===== src/rtl/imem_boot_loader.sv =====
// Boot loader: receives a byte-stream program image over valid/ready and writes
// big-endian 32-bit words into instruction memory, then releases the core.
module imem_boot_loader #(
  parameter logic [31:0] BASE_ADDR = 32'h0000_0000,
  parameter int          MAX_WORDS = 256
) (
  input  logic        clk,
  input  logic        reset_n,
  input  logic        start,
  input  logic        in_valid,
  input  logic [7:0]  in_data,
  output logic        in_ready,
  output logic        imem_we,
  output logic [31:0] imem_addr,
  output logic [31:0] imem_wdata,
  output logic [15:0] words_loaded,
  output logic        cpu_run,
  output logic        load_err
);

  typedef enum logic [2:0] {IDLE, HDR0, HDR1, LOAD, LAST, DONE, ERR} state_t;

  localparam logic [16:0] MaxWords = 17'(MAX_WORDS);

  state_t      state_q, state_d;
  logic [15:0] count_q, count_d;
  logic [1:0]  byte_idx_q, byte_idx_d;
  logic [15:0] word_idx_q, word_idx_d;
  logic [31:0] word_q, word_d;
  logic        we_q, we_d;
  logic [31:0] addr_q, addr_d;
  logic [31:0] wdata_q, wdata_d;
  logic [15:0] loaded_q, loaded_d;
  logic        accept;
  logic [15:0] hdr_count;

  assign in_ready     = (state_q == HDR0) || (state_q == HDR1) || (state_q == LOAD);
  assign accept       = in_valid && in_ready;
  assign hdr_count    = {count_q[15:8], in_data};
  assign imem_we      = we_q;
  assign imem_addr    = addr_q;
  assign imem_wdata   = wdata_q;
  assign words_loaded = loaded_q;
  assign cpu_run      = (state_q == DONE);
  assign load_err     = (state_q == ERR);

  always_comb begin
    state_d    = state_q;
    count_d    = count_q;
    byte_idx_d = byte_idx_q;
    word_idx_d = word_idx_q;
    word_d     = word_q;
    we_d       = 1'b0;
    addr_d     = addr_q;
    wdata_d    = wdata_q;
    loaded_d   = loaded_q;
    case (state_q)
      IDLE: if (start) state_d = HDR0;
      HDR0: if (accept) begin
        count_d[15:8] = in_data;
        state_d       = HDR1;
      end
      HDR1: if (accept) begin
        count_d    = hdr_count;
        byte_idx_d = 2'd0;
        word_idx_d = 16'd0;
        if (hdr_count == 16'd0 || {1'b0, hdr_count} > MaxWords) state_d = ERR;
        else                                                    state_d = LOAD;
      end
      LOAD: if (accept) begin
        byte_idx_d = byte_idx_q + 2'd1;
        case (byte_idx_q)
          2'd0: word_d[31:24] = in_data;
          2'd1: word_d[23:16] = in_data;
          2'd2: word_d[15:8]  = in_data;
          default: begin
            // Fourth byte completes the word; the write is issued from registers next cycle.
            word_d[7:0] = in_data;
            we_d        = 1'b1;
            wdata_d     = {word_q[31:8], in_data};
            addr_d      = BASE_ADDR + {14'd0, word_idx_q, 2'b00};
            word_idx_d  = word_idx_q + 16'd1;
            loaded_d    = loaded_q + 16'd1;
            if (word_idx_q == count_q - 16'd1) state_d = LAST;
          end
        endcase
      end
      LAST:    state_d = DONE;
      default: state_d = state_q;
    endcase
  end

  always_ff @(posedge clk or negedge reset_n) begin
    if (!reset_n) begin
      state_q    <= IDLE;
      count_q    <= 16'd0;
      byte_idx_q <= 2'd0;
      word_idx_q <= 16'd0;
      word_q     <= 32'd0;
      we_q       <= 1'b0;
      addr_q     <= BASE_ADDR;
      wdata_q    <= 32'd0;
      loaded_q   <= 16'd0;
    end else begin
      state_q    <= state_d;
      count_q    <= count_d;
      byte_idx_q <= byte_idx_d;
      word_idx_q <= word_idx_d;
      word_q     <= word_d;
      we_q       <= we_d;
      addr_q     <= addr_d;
      wdata_q    <= wdata_d;
      loaded_q   <= loaded_d;
    end
  end

endmodule


===== config.mk =====
export PLATFORM = sky130hd
export DESIGN_NAME = imem_boot_loader
export DESIGN_NICKNAME = d
export VERILOG_FILES = /design/src/rtl/imem_boot_loader.sv
export SDC_FILE = /design/constraint.sdc
export NUM_CORES = 1
export LEC_CHECK = 0
export CORE_ASPECT_RATIO = 0.5
export CORE_MARGIN = 5
export CORE_UTILIZATION = 45
export DETAILED_ROUTE_END_ITERATION = 16
export PLACE_DENSITY = 0.69
export SYNTH_ARGS = -nofsm -noshare
export SYNTH_HDL_FRONTEND = slang
export SYNTH_SLANG_ARGS = --single-unit

===== constraint.sdc =====
create_clock -name clk -period 2.9 [get_ports clk]
set_input_delay 0.435 -clock clk [delete_from_list [all_inputs] [get_ports clk]]
set_output_delay 0.435 -clock clk [all_outputs]
set_load 0.005 [all_outputs]

### After elaboration in Yosys (flattened, before gate mapping)

Cells that the tools add are included.
Widths: inputs -> output; s select.

* bits in registers: 126
* bits of input ports: 12
* output and inout bits: 84
* logic and storage cells: 73

* add/sub/neg operators: 4
* $lt $le $gt $ge: 1
* equal/unequal tests: 15
* multiplexer cells: 20
* bitwise gates (word level): 2
* reductions and logical operators: 19

Operators with widths (count)
* $mux 16: 3
* $add 16x1->16 const B: 2
* $pmux 16 s2: 1
* $mux 3: 7
* $reduce_and 3->1: 6
* $eq 16x16->1: 1
* $gt 16x9->1 const B: 1
* $logic_not 16->1: 1
* $pmux 8 s2: 1
* $sub 16x1->16 const B: 1
* $pmux 3 s5: 1
* $ne 2x2->1 const B: 5
* $eq 3x3->1 const B: 3
* $mux 8: 1
* $reduce_and 7->1: 1
* $eq 3x2->1 const B: 2
* $reduce_bool 5->1: 1
* $mux 2: 2
* $pmux 2 s2: 1
* $reduce_and 4->1: 1
* $eq 3x1->1 const B: 1
* $logic_not 3->1: 1
* $logic_or 1x1->1: 3
* $mux 1: 3
* other kinds (10): 11

### Longest topological paths before layout

* depth after elaboration: 6
* mapped depth: 9
* gate-level depth less buffers: 8

### Least setup slack after synthesis

Ideal clock, no wire load.

* path type: register to register
* from: register count_q[0]
* to: register state_q[1]
* library setup time: 143 ps
* data arrival time: 2057 ps
* required time: 2757 ps
* path slack: 701 ps
* stages on the path, launching flop included: 7
* path buffers: 0
* period minus slack after synthesis: 2199 ps
* cell sequence: dfrtp_1 > or4_4 > or4_4 > xnor2_2 > nand2_1 > nor4_4 > a22oi_1

* word-level cells in the longest chain between the ends: 4

Ends and longest elaborated chain
* start, declared: line 26 `logic [15:0] count_q, count_d;`
* start signal, assigned: line 106 `count_q <= count_d;`
* $sub 16x1->16: line 84 `if (word_idx_q == count_q - 16'd1) state_d = LAST;`
* $eq 16x16->1: line 84
* $ne 2x1->1 (no source line)
* $reduce_and 7->1 (no source line)
* end signal, assigned: line 105 `state_q <= state_d;`
* end, declared: line 25 `state_t state_q, state_d;`

Every way passes these cells.
A chain may end at the register's enable or synchronous reset.

### Worst setup path after layout

Same ends and word-level chain as after synthesis.

==> impl_metrics.py <==
metrics = {
    "yosys": {
        "synth_xor_area_frac": 0.07148,
        "syn_avg_cell_area_um2": 10.18,
        "seq_area_frac_synth": 0.5491,
        "synthAdderAreaFrac": 0.01525,
        "synth_cell_types": 49,
        "synthTopCellsByArea": "dfrtp_1 55%, nand2_1 11%, mux2_2 7.5%",
        "synth_compound_area_frac": 0.04271,
        "synthCells": 564,
        "ys_warn_count": 0,
        "syn_area_mm2": 0.005742,
        "ys_ff_latch": 126,
        "synthArstFlopShare": 1.000,
        "yosys-top-cells-count": "174 x nand2_1, 126 x dfrtp_1, 38 x mux2_2, 27 x xnor2_1, 25 x nor2_1",
        "synth_top_area_frac": 0.5491,
        "synth_top_family_by_area": "simple AND/OR/NAND/NOR gates",
        "synth-simple-area-share": 0.2055,
        "yosysTopAreaCell": "dfrtp_1",
        "synth.most_common_cell": "nand2_1",
        "synth_edf_count": 0,
        "ys.flop_type": "dfrtp_1",
        "muxShareOfSynthArea": 0.07453,
    },
    "sta": {
        "rsz0062_at_grt": "no",
        "hold_violations": 0,
        "worst_slack_ns": 0.5147,
        "period_minus_slack_ns": 2.385,
        "worst_pin_slew_ns": 0.5967,
        "fin_setup_tns_ns": 0,
        "fmax_ghz": 0.4192,
        "final-max-slew-violation-count": 0,
        "setup_violations": 0,
        "finClkSkew_ns": 0.008468,
        "slew_headroom": 0.6022,
        "fin_crit_sh": 0.8225,
    },
    "place": {
        "place_ws_ns": 0.3930,
        "io_buffers": 79,
        "placed_area_mm2": 0.006731,
        "dp_hpwl_mm": 9.305,
        "dp.cells": 805,
        "place.gp.congestion": 0.8853,
    },
    "route": {
        "wl_met3_um": 806,
        "drt-total-wl_mm": 13.58,
        "drtIter0Drc": 317,
        "via_count": 4284,
        "drc": 0,
        "drtPass1Iterations": 5,
        "vias_per_cell": 5.131,
        "dr_wl_met2_mm": 6.126,
        "post_drt_wl_per_cell_um": 16.26,
        "wl_met1_mm": 6.501,
        "top_layer_used": "met4",
        "ant_nets": 0,
    },
    "power": {
        "p_per_area_mw_per_mm2": 899.6,
        "p_total_w": 0.006540,
        "peakVddDrop_mv": 0.3344,
        "p_leak_nw": 3.405,
    },
    "worst_setup_path": {
        "cp_cell_sequence": "or4_4, or4_4, xnor2_2, nand2_1, nor4_4, a22oi_1",
        "reg2reg_to": "state_q[1]$_DFFE_PN0P_",
        "critical_path.most_common_cell": "or4_4",
        "critPathMaxFanout": 5,
        "cp.arrival_ns": 2.65,
        "worstReg2RegStart": "count_q[0]$_DFFE_PN0P_",
        "slowest_stage": "or4_4",
        "end_kind": "register",
        "path_buf_inv": 0,
        "critPathLaunchType": "register",
        "reg2reg_slack_ns": 0.51,
        "reg2reg_depth": 6,
        "setup.worst_path.class": "reg2reg",
        "max_stage_delay_ns": 0.60,
        "required_ns": 3.17,
        "crit_family": "simple AND/OR/NAND/NOR gates",
    },
    "floorplan": {
        "die_y_um": 89.88,
        "dieArea_mm2": 0.01526,
        "initial_core_util": 0.4560,
        "rows": 29,
        "io_pins": 96,
        "die_x_um": 169.7,
        "core-area_mm2": 0.01259,
    },
    "final_layout": {
        "n_antenna_cell": 0,
        "fin_area_mm2": 0.007271,
        "final_nets": 673,
        "post_layout_nonfiller_instances": 835,
        "fillers": 1056,
        "syn_to_final_growth_pct": 26.63,
        "drive_above_1_share": 0.1323,
    },
    "clock_tree": {
        "cts_buffers": 17,
        "cts_sinks": 126,
        "root_buffer": "clkbuf_16",
        "htreeDepth": 4,
        "post_cts_buffers": 0,
        "cts_resized": 0,
        "insertion_delay_ns": 0.41,
        "clock_path_buffers": 2,
        "cts_hold_buf": 0,
        "cts.clk_slew.worst_paths_ns": 0.05,
        "cts_tree": "done",
    },
    "run_status": {
        "outcome": "finished, final reports clean",
    },
    "global_routing": {
        "antenna_found_initial": 0,
        "grt_pass1_wl_mm": 22.72,
        "first_global_vias": 4231,
        "grt-ovfl-total": 0,
        "grt_max_degree": 59,
        "grt_usage": 0.1877,
    },
    "job": {
        "drv_cap": 0,
    },
    "min_path": {
        "hp-class": "in2async",
    },
}
where the power goes:
group	switching, W	internal [W]
Clock	0.000769	0.00119
Combinational	0.000821	0.00103
Sequential	0.000446	0.00228
Total	0.00204	0.00450
sequential cells by signal, summed over array words and instances, names as in the netlist:
register / count
imem_we: 1
imem_addr: 16
imem_wdata: 32
word_q: 24
count_q: 16
state_q: 3
word_idx_q: 16
words_loaded: 16
byte_idx_q: 2
kinds of logic after synthesis:
| family | count (synthesis) |
|---|---|
| other | 1 |
| AND/OR/NAND/NOR | 263 |
| multiplexers | 38 |
| AO/OA/AOI/OAI | 37 |
| XOR/XNOR | 46 |
| buffers and inverters | 46 |
| adder cells (fa/ha/maj) | 7 |
| flip-flops | 126 |
cell usage in the layout (no fill, tap or decap), types with 8 or more instances in the layout:
cell | netlist | routed
nand2_1 | 174 | 173
dfrtp_1 | 126 | 126
clkdlybuf4s50_1 | 0 | 78
mux2_2 | 38 | 38
xnor2_1 | 27 | 27
nor2_1 | 25 | 25
xor2_1 | 18 | 18
clkbuf_16 | 0 | 17
conb_1 | 1 | 16
buf_4 | 16 | 13
o21ai_0 | 10 | 10
nand4_1 | 10 | 10
inv_1 | 9 | 8
nand3_1 | 8 | 8
a21oi_1 | 8 | 8
routing by layer:
| layer | GRT usage | vias to the layer above |
|---|---|---|
| met2 | 0.2843 | 122 |
| met5 | 0 | - |
| li1 | - | 2040 |
| met1 | 0.2692 | 2110 |
| met4 | 0.05425 | 0 |
| met3 | 0.04557 | 12 |
through the flow:
step,hold WS (ns),utilization
3_5_place_dp,0.4519,0.5346
6_report,0.02293,0.5775
5_1_grt,0.08100,0.5775
3_3_place_gp,0.4417,0.5346
4_1_cts,0.04422,0.5775
2_1_floorplan,0.1394,-
cell type report:
cell class | count | area [um2] | share of cell area
flip-flops and latches | 126 | 3153 | 0.4337
multi-input cells | 407 | 2414 | 0.3320
repair buffers | 93 | 918.4 | 0.1263
clock buffers | 20 | 446.7 | 0.06144
well taps | 170 | 212.7 | 0.02925
clock inverters | 10 | 92.59 | 0.01273
inverters | 9 | 33.78 | 0.004646
worst max path at each step:
| stage | startpoint | end | slack [ns] | cells after the start |
|---|---|---|---|---|
| CTS | count_q[0]$_DFFE_PN0P_ | state_q[0]$_DFFE_PN0P_ | 0.52 | 6 |
| detailed placement | in_valid | word_idx_q[13]$_DFFE_PN0P_ | 0.39 | 7 |
| finish | count_q[0]$_DFFE_PN0P_ | state_q[1]$_DFFE_PN0P_ | 0.51 | 6 |
| floorplan | count_q[0]$_DFFE_PN0P_ | state_q[1]$_DFFE_PN0P_ | 0.70 | 6 |
| global route | count_q[8]$_DFFE_PN0P_ | state_q[2]$_DFFE_PN0P_ | 0.43 | 6 |
| global placement | in_data[1] | state_q[2]$_DFFE_PN0P_ | 0.45 | 7 |
Note: power is estimated with default switching activity, not from simulation.
